$ cat config.mk
export PLATFORM = sky130hd
export DESIGN_NAME = divider_unit
export DESIGN_NICKNAME = d
export VERILOG_FILES = /design/src/rtl/divider_unit.sv
export SDC_FILE = /design/constraint.sdc
export NUM_CORES = 1
export LEC_CHECK = 0
export BUFFER_PORTS_ARGS = -buffer_cell sky130_fd_sc_hd__buf_4
export CORE_UTILIZATION = 60
export CTS_BUF_LIST = sky130_fd_sc_hd__clkbuf_4
export DETAILED_ROUTE_END_ITERATION = 16
export PLACE_DENSITY = 0.82
export SLEW_MARGIN = 30
export SYNTH_ARGS = -nofsm -noshare
export SYNTH_HDL_FRONTEND = slang
export SYNTH_SLANG_ARGS = --single-unit
$ cat constraint.sdc
create_clock -name clk -period 11.3 [get_ports clk]
set_input_delay 0.565 -clock clk [delete_from_list [all_inputs] [get_ports clk]]
set_output_delay 0.565 -clock clk [all_outputs]
set_load 0.005 [all_outputs]
$ cat src/rtl/divider_unit.sv
// divider_unit: iterative non-restoring integer divider, signed or unsigned.
// Companion of the carry-save multiplier inside the multiply/division unit.
// Optional build macro: DIVIDER_EARLY_OUT_EN. When defined, LOAD finishes
// divide-by-zero and unsigned dividend<divisor cases directly. Results are
// the same in both builds; only the latency changes.
//
// Handshake outputs (done, busy, quotient, remainder, div_by_zero) are
// registered one stage after the FSM. The visible done pulse therefore
// lands in the cycle after the DONE state. start is refused while that
// pulse is high, so a start presented in the done cycle is dropped.
//
// state   | meaning
// --------+-------------------------------------------------------------
// IDLE    | waiting for start; operands captured when it is accepted
// LOAD    | form magnitudes and result signs, clear partial remainder
// ITER    | one non-restoring step per cycle, parallelism cycles
// CORRECT | final remainder restore, sign fix-up, divide-by-zero override
// DONE    | results staged; the visible outputs update on leaving
module divider_unit #(
  parameter int parallelism = 32
) (
  input  logic                   clk,
  input  logic                   rst,
  input  logic                   start,
  input  logic                   usigned,
  input  logic [parallelism-1:0] dividend,
  input  logic [parallelism-1:0] divisor,
  output logic                   busy,
  output logic                   done,
  output logic [parallelism-1:0] quotient,
  output logic [parallelism-1:0] remainder,
  output logic                   div_by_zero
);

  localparam int W  = parallelism;
  localparam int CW = $clog2(parallelism);
  localparam logic [CW-1:0] LAST = CW'(parallelism - 1);

  typedef enum logic [2:0] {
    IDLE,
    LOAD,
    ITER,
    CORRECT,
    DONE
  } state_t;

  state_t state, state_nxt;

  // captured operands
  logic [W-1:0]  op_a, op_b;
  logic          op_u;

  // iteration datapath: partial remainder is one bit wider and signed
  logic [W:0]    rem_r;
  logic [W-1:0]  quo_r;
  logic [W:0]    div_mag;
  logic          q_neg, r_neg;
  logic [CW-1:0] cnt;

  // final results, staged until the done pulse
  logic [W-1:0]  res_q, res_r;
  logic          res_z;

  // combinational helpers
  logic          accept;
  logic          a_neg, b_neg, div_zero;
  logic [W-1:0]  a_mag, b_mag;
  logic [W:0]    r_sh, r_nxt, r_fix;
  logic [W-1:0]  q_nxt, q_fin, r_low, r_fin;
`ifdef DIVIDER_EARLY_OUT_EN
  logic          early_out;
`endif

  assign accept = (state == IDLE) && start && !done;

  // operand magnitudes, one non-restoring step, and the final fix-up
  always_comb begin
    a_neg    = ~op_u & op_a[W-1];
    b_neg    = ~op_u & op_b[W-1];
    a_mag    = a_neg ? -op_a : op_a;
    b_mag    = b_neg ? -op_b : op_b;
    div_zero = (op_b == '0);
    // The add/subtract choice uses the sign before the shift. After the
    // shift the top bit can wrap when the divisor is close to 2^W, but the
    // result of the step always fits again in W+1 bits.
    r_sh     = {rem_r[W-1:0], quo_r[W-1]};
    r_nxt    = rem_r[W] ? (r_sh + div_mag) : (r_sh - div_mag);
    q_nxt    = {quo_r[W-2:0], ~r_nxt[W]};
    r_fix    = rem_r[W] ? (rem_r + div_mag) : rem_r;
    r_low    = r_fix[W-1:0];
    q_fin    = q_neg ? -quo_r : quo_r;
    r_fin    = r_neg ? -r_low : r_low;
  end

`ifdef DIVIDER_EARLY_OUT_EN
  // trivially known results: divide by zero, or unsigned dividend < divisor
  always_comb begin
    early_out = div_zero | (op_u & (op_a < op_b));
  end
`endif

  // state register
  always_ff @(posedge clk) begin
    if (rst) state <= IDLE;
    else     state <= state_nxt;
  end

  // next-state logic
  always_comb begin
    state_nxt = state;
    case (state)
      IDLE:    if (accept) state_nxt = LOAD;
`ifdef DIVIDER_EARLY_OUT_EN
      LOAD:    state_nxt = early_out ? DONE : ITER;
`else
      LOAD:    state_nxt = ITER;
`endif
      ITER:    if (cnt == LAST) state_nxt = CORRECT;
      CORRECT: state_nxt = DONE;
      DONE:    state_nxt = IDLE;
      default: state_nxt = IDLE;
    endcase
  end

  // operand capture, iteration datapath and result staging
  always_ff @(posedge clk) begin
    if (rst) begin
      op_a    <= '0;
      op_b    <= '0;
      op_u    <= 1'b0;
      rem_r   <= '0;
      quo_r   <= '0;
      div_mag <= '0;
      q_neg   <= 1'b0;
      r_neg   <= 1'b0;
      cnt     <= '0;
      res_q   <= '0;
      res_r   <= '0;
      res_z   <= 1'b0;
    end else begin
      case (state)
        IDLE: begin
          if (accept) begin
            op_a <= dividend;
            op_b <= divisor;
            op_u <= usigned;
          end
        end
        LOAD: begin
          div_mag <= {1'b0, b_mag};
          quo_r   <= a_mag;
          rem_r   <= '0;
          cnt     <= '0;
          q_neg   <= a_neg ^ b_neg;
          r_neg   <= a_neg;
`ifdef DIVIDER_EARLY_OUT_EN
          if (div_zero) begin
            res_q <= '1;
            res_r <= op_a;
            res_z <= 1'b1;
          end else if (early_out) begin
            res_q <= '0;
            res_r <= op_a;
            res_z <= 1'b0;
          end
`endif
        end
        ITER: begin
          rem_r <= r_nxt;
          quo_r <= q_nxt;
          cnt   <= cnt + CW'(1);
        end
        CORRECT: begin
          // The overflow case MIN / -1 needs no special handling: the
          // magnitude quotient 2^(W-1) already reads back as MIN.
          if (div_zero) begin
            res_q <= '1;
            res_r <= op_a;
            res_z <= 1'b1;
          end else begin
            res_q <= q_fin;
            res_r <= r_fin;
            res_z <= 1'b0;
          end
        end
        default: ;
      endcase
    end
  end

  // registered handshake and result outputs
  always_ff @(posedge clk) begin
    if (rst) begin
      busy        <= 1'b0;
      done        <= 1'b0;
      quotient    <= '0;
      remainder   <= '0;
      div_by_zero <= 1'b0;
    end else begin
      busy <= (state_nxt != IDLE) || (state == DONE);
      done <= (state == DONE);
      if (state == DONE) begin
        quotient    <= res_q;
        remainder   <= res_r;
        div_by_zero <= res_z;
      end
    end
  end

endmodule

==> impl_metrics.env, run 1 <==
export IMPL_critPathKind="flip-flop to flip-flop"
export IMPL_grt_use_total_pct=33.77
export IMPL_slew_violations=0
export IMPL_clock_sinks=304
export IMPL_setup_viol=0
export IMPL_fin_nets=2588
export IMPL_startpoint_type="flip-flop"
export IMPL_avgSynthCellArea_sq_um=7.627
export IMPL_cts_resized=0
export IMPL_critPathMaxStageDelay_ns=0.83
export IMPL_drt_iter0_drc=1980
export IMPL_synth_seq_cells=304
export IMPL_layout_drive_gt1_share_pct=12.98
export IMPL_port_buffers=134
export IMPL_layout_common_cells="437 x nand2_1, 302 x dfxtp_1, 294 x a21oi_1"
export IMPL_p_per_area_nw_per_um2=162.3
export IMPL_synth_nets=2508
export IMPL_worst_path_max_fanout=48
export IMPL_core_area_sq_um=29640
export IMPL_cts_setup_buffers=0
export IMPL_synth_ff_type="dfxtp_1"
export IMPL_hp_class="primary input to flip-flop"
export IMPL_rsz0062_at_grt="false"
export IMPL_grt_pass1_wl_um=84280
export IMPL_dr_total_vias=17981
export IMPL_firstDrtPassIters=6
export IMPL_max_freq_ghz=0.2004
export IMPL_wirelength_um=52380
export IMPL_io_pins=135
export IMPL_grt_max_degree=117
export IMPL_dieArea_sq_um=30800
export IMPL_required_ns=11.93
export IMPL_area_growth_pct=11.51
export IMPL_dp_hpwl_um=37750
export IMPL_cts_root_buf="clkbuf_4"
export IMPL_wl_per_cell_um=18.14
export IMPL_synth_edff_count=0
export IMPL_die_y_um=175.5
export IMPL_first_global_vias=16328
export IMPL_cts_made_buffers=81
export IMPL_status="complete, no violations"
export IMPL_hold_viol_final=0
export IMPL_worst_pin_slew_ns=1.020
export IMPL_ant_nets=0
export IMPL_clk_pin_slew_ns=0.07
export IMPL_cts_max_level=3
export IMPL_synth_warnings=0
export IMPL_critical_path_cell_chain="buf_4, buf_4, mux2_2, inv_1, fa_1, nor2b_1, o21a_1, o21ai_0, nor4b_1, o32ai_1, a21oi_1, o31ai_1, a21oi_1, xnor2_1, nor2_1, a311oi_1"
export IMPL_grt_overflow=0
export IMPL_yosysSeqAreaShare_pct=33.70
export IMPL_timing_final_crit_period_ns=4.989
export IMPL_crit_path_end_kind="flip-flop"
export IMPL_cts_hold_buf=0
export IMPL_synthCells=2368
export IMPL_yosysUniqueCellTypes=89
export IMPL_worst_clock_skew_ns=0.06983
export IMPL_start_util_pct=60.93
export IMPL_synth_async_sr_flop_share_pct=0
export IMPL_arrival_ns=5.62
export IMPL_timing_final_crit_share_pct=44.15
export IMPL_rows=63
export IMPL_clockBufferDepth=3
export IMPL_via_per_inst=6.226
export IMPL_antenna_found_initial=2
export IMPL_clk_latency_ns=0.74
export IMPL_die_w_um=175.5
export IMPL_slew_headroom_pct=31.72
export IMPL_mostFrequentLayoutCell="nand2_1"
export IMPL_finalHoldWorstSlack_ns=0.09121
export IMPL_cts_tree="done"
export IMPL_drc=0
export IMPL_finalSetupTns_ns=0
export IMPL_p_leak_nw=7.779
export IMPL_vdd_drop_max_v=0.00009284
export IMPL_cpMaxStageDelayCell="o31ai_1"
export IMPL_syn_area_sq_um=18060
export IMPL_cap_violations=0
export IMPL_fillCellCount=2568
export IMPL_gp_congestion=0.9702
## sequential cells by signal, indices dropped and copies added, names as in the netlist
| register | flops |
|---|---|
| r_neg | 1 |
| quotient | 32 |
| op_a | 32 |
| quo_r | 32 |
| remainder | 32 |
| div_by_zero | 1 |
| div_mag | 32 |
| res_z | 1 |
| state | 3 |
| res_r | 32 |
| done | 1 |
| rem_r | 33 |
| res_q | 32 |
| op_u | 1 |
| op_b | 32 |
| busy | 1 |
| cnt | 5 |
| q_neg | 1 |
## cell usage after synthesis (41+ instances only)
| library cell | instances | area (sq um) |
|---|---|---|
| xor2_1 | 99 | 867.1 |
| ha_1 | 70 | 875.8 |
| nor2_1 | 215 | 807.0 |
| a311oi_1 | 41 | 359.1 |
| nand3_1 | 41 | 205.2 |
| a22oi_1 | 50 | 375.4 |
| xnor2_1 | 81 | 709.4 |
| nand2_1 | 438 | 1644 |
| a211oi_1 | 46 | 345.3 |
| a21oi_1 | 294 | 1471 |
| nor3_1 | 44 | 220.2 |
| o21ai_0 | 77 | 385.4 |
| dfxtp_1 | 304 | 6086 |
| clkbuf_1 | 128 | 480.5 |
## kinds of logic after synthesis
logic type      after synthesis  synth area share, %
flops                       304                33.70
mux                          18                1.081
buf+inv                     187                3.935
compound gates              700                25.01
simple gates                907                22.47
fa+ha+maj                    72                5.071
xor+xnor                    180                8.729
## path summary, 6_finish.rpt
check | start | to | slack, ns | cells after the start
worst min register to register | remainder[8] | remainder[8] | 0.45 | 2
worst min-delay path | divisor[31] | op_b[31] | 0.09 | 3
worst max-delay path | rem_r[32] | quo_r[0] | 6.31 | 16
worst max register to register | rem_r[32] | quo_r[0] | 6.31 | 16
## metrics by stage
stage / instance area, sq um / instances / setup slack [ns] / utilization, % / total power, mW
2_1_floorplan: 18060 / 2368 / 5.828 / - / 2.045
3_3_place_gp: 19130 / 2755 / 6.568 / 64.54 / 2.270
3_5_place_dp: 19140 / 2755 / 6.477 / 64.58 / 2.296
4_1_cts: 20130 / 2887 / 6.418 / 67.92 / 3.253
5_1_grt: 20140 / 2888 / 6.005 / 67.95 / 3.460
6_report: 20140 / 2888 / 6.311 / 67.95 / 3.269
## report_power, final
part	switching, mW	leakage [nW]	internal, mW
logic	0.657	4.73	0.424
clock network	0.469	0.584	0.492
registers	0.0983	2.47	1.13
## worst max-delay path, delay by kind of cell (launching register included)
family | cells | cell delay, ns
compound gates | 7 | 2.28
xor+xnor | 1 | 0.19
fa+ha+maj | 1 | 0.42
buf+inv | 3 | 0.98
flops | 1 | 0.32
mux | 1 | 0.27
simple gates | 3 | 0.40
## metal layers
metal	GRT usage [%]	wire length (um)
met1	49.01	23650
met2	48.96	21730
met3	7.684	5664
met4	11.20	1328
met5	0	11
## area by class of cell
class / instances / area (sq um) / area share [%]
multi-input cells: 1877 / 11310 / 56.15
flip-flops and latches: 304 / 6088 / 30.23
repair buffers: 149 / 1129 / 5.604
clock buffers: 115 / 863.3 / 4.287
well taps: 390 / 488.0 / 2.423
inverters: 35 / 131.4 / 0.6523
clock inverters: 17 / 128.9 / 0.6399
diodes: 1 / 2.502 / 0.01243
Note: power is estimated with default switching activity, not from simulation.
==> run 2: changes to the inputs <==
- clock period: 11.3 -> 4.6 ns (I/O delays scaled with it)
==> run 2 against run 1 <==
Utilization up 2.6 points. Clock power up 140%. Hold slack better by 0.090 ns. Clock skew down 0.020 ns. Global-route usage up 3.6 points. Largest power group unchanged. Highest routed layer is now met4.
==> impl_metrics.env, run 2 (synthesis results as in run 1) <==
export IMPL_die_y_um=175.5
export IMPL_worst_clock_skew_ns=0.04943
export IMPL_clk_pin_slew_ns=0.07
export IMPL_wl_per_cell_um=19.60
export IMPL_clk_latency_ns=0.74
export IMPL_holdPathStages=3
export IMPL_regMostFlops="rem_r"
export IMPL_grt_max_degree=130
export IMPL_hp_class="primary input to flip-flop"
export IMPL_setup_viol=0
export IMPL_port_buffers=134
export IMPL_r2r_cells=14
export IMPL_area_growth_pct=15.79
export IMPL_cts_max_level=3
export IMPL_worstHoldStart="start"
export IMPL_worst_pin_slew_ns=0.8788
export IMPL_grt_use_total_pct=37.39
export IMPL_rows=63
export IMPL_cp_startpoint="rem_r[0]"
export IMPL_slew_headroom_pct=41.41
export IMPL_die_w_um=175.5
export IMPL_io_pins=135
export IMPL_rsz0062_at_grt="false"
export IMPL_reg2reg_from="rem_r[0]"
export IMPL_p_per_area_nw_per_um2=389.5
export IMPL_drt_iter0_drc=1995
export IMPL_cts_setup_buffers=0
export IMPL_cts_tree="done"
export IMPL_start_util_pct=60.93
export IMPL_cap_violations=0
export IMPL_gp_congestion=0.9873
export IMPL_dr_total_vias=18626
export IMPL_drc=0
export IMPL_timing_final_crit_share_pct=94.10
export IMPL_multi_input_area_sq_um=11310
export IMPL_p_leak_nw=8.131
export IMPL_wirelength_um=58090
export IMPL_first_global_vias=17172
export IMPL_core_area_sq_um=29640
export IMPL_hold_viol_final=0
export IMPL_firstDrtPassIters=5
export IMPL_ant_nets=0
export IMPL_required_ns=5.23
export IMPL_largest_register_ffs=33
export IMPL_vdd_drop_max_v=0.0002383
export IMPL_finalSetupTns_ns=0
export IMPL_clock_sinks=304
export IMPL_register_area_sq_um=6088
export IMPL_startpoint_type="flip-flop"
export IMPL_finalHoldWorstSlack_ns=0.1812
export IMPL_dieArea_sq_um=30800
export IMPL_r2r_slack_ns=0.27
export IMPL_crit_path_end_kind="flip-flop"
export IMPL_cts_made_buffers=78
export IMPL_status="complete, no violations"
export IMPL_fin_nets=2670
export IMPL_max_freq_ghz=0.2310
export IMPL_grt_overflow=0
export IMPL_clockBufferDepth=3
export IMPL_worst_path_max_fanout=6
export IMPL_cts_root_buf="clkbuf_4"
export IMPL_dp_hpwl_um=39820
export IMPL_mostFrequentLayoutCell="nand2_1"
export IMPL_slew_violations=0
export IMPL_antenna_found_initial=3
export IMPL_arrival_ns=4.96
export IMPL_grt_pass1_wl_um=91810
export IMPL_via_per_inst=6.286
export IMPL_fillCellCount=2368
export IMPL_layout_drive_gt1_share_pct=13.07
export IMPL_layout_common_cells="437 x nand2_1, 302 x dfxtp_1, 294 x a21oi_1"
export IMPL_timing_final_crit_period_ns=4.329
export IMPL_critPathKind="flip-flop to flip-flop"
-- run 2: layer usage --
metal	wire (um)	vias to the layer above	track usage, %
met3	6210	141	9.719
met2	24610	965	55.08
met1	25420	8753	52.29
met4	1843	0	13.73
li1	-	8767	-
met5	0	-	0
-- run 2: per-stage QoR --
step                cells  power [mW]  worst slack (ns)  util, %  area (sq um)
floorplan            2368       5.033           0.01921        -         18080
global placement     2775       5.686            0.4438    65.15         19310
detailed placement   2775       5.725            0.3854    65.16         19310
CTS                  2960       8.084            0.3543    70.51         20900
global route         2963       8.597            0.1394    70.55         20910
finish               2963       8.144            0.2713    70.55         20910
-- run 2: cell type report --
cell class | instances | share of cell area, %
multi-input cells | 1877 | 54.08
flip-flops and latches | 304 | 29.12
clock buffers | 108 | 3.877
diodes | 3 | 0.03590
inverters | 35 | 0.6283
well taps | 390 | 2.334
clock inverters | 12 | 0.5983
repair buffers | 234 | 9.328
-- run 2: final timing paths --
kind,end
worst max-delay path,res_r[31]
worst min-delay path,state[0]
worst max register to register,res_r[31]
worst min register to register,remainder[24]
-- run 2: where the power goes --
group / leakage [nW] / internal, mW / switching (mW)
Sequential: 2.47 / 2.77 / 0.241
Combinational: 5.11 / 1.12 / 1.68
Clock: 0.555 / 1.19 / 1.14
Total: 8.13 / 5.08 / 3.07
-- run 2: timing repair --
action / CTS / global route
gates resized for setup: 0 / 0
hold endpoints to repair: 65 / 0
hold buffers: 65 / 0
-- run 2: worst max-delay path: stages, from the launching register on --
cell and delay (ns):
dfxtp_1 0.37, ha_1 0.30, fa_1 0.50, xor2_1 0.21, mux2i_1 0.33, o21ai_0 0.26, nor3_1 0.25, a21boi_0 0.40
buf_4 0.22, nand4_2 0.19, nor4_4 0.33, nand4_4 0.21, o31ai_4 0.22, xnor2_1 0.10, a2111oi_2 0.35
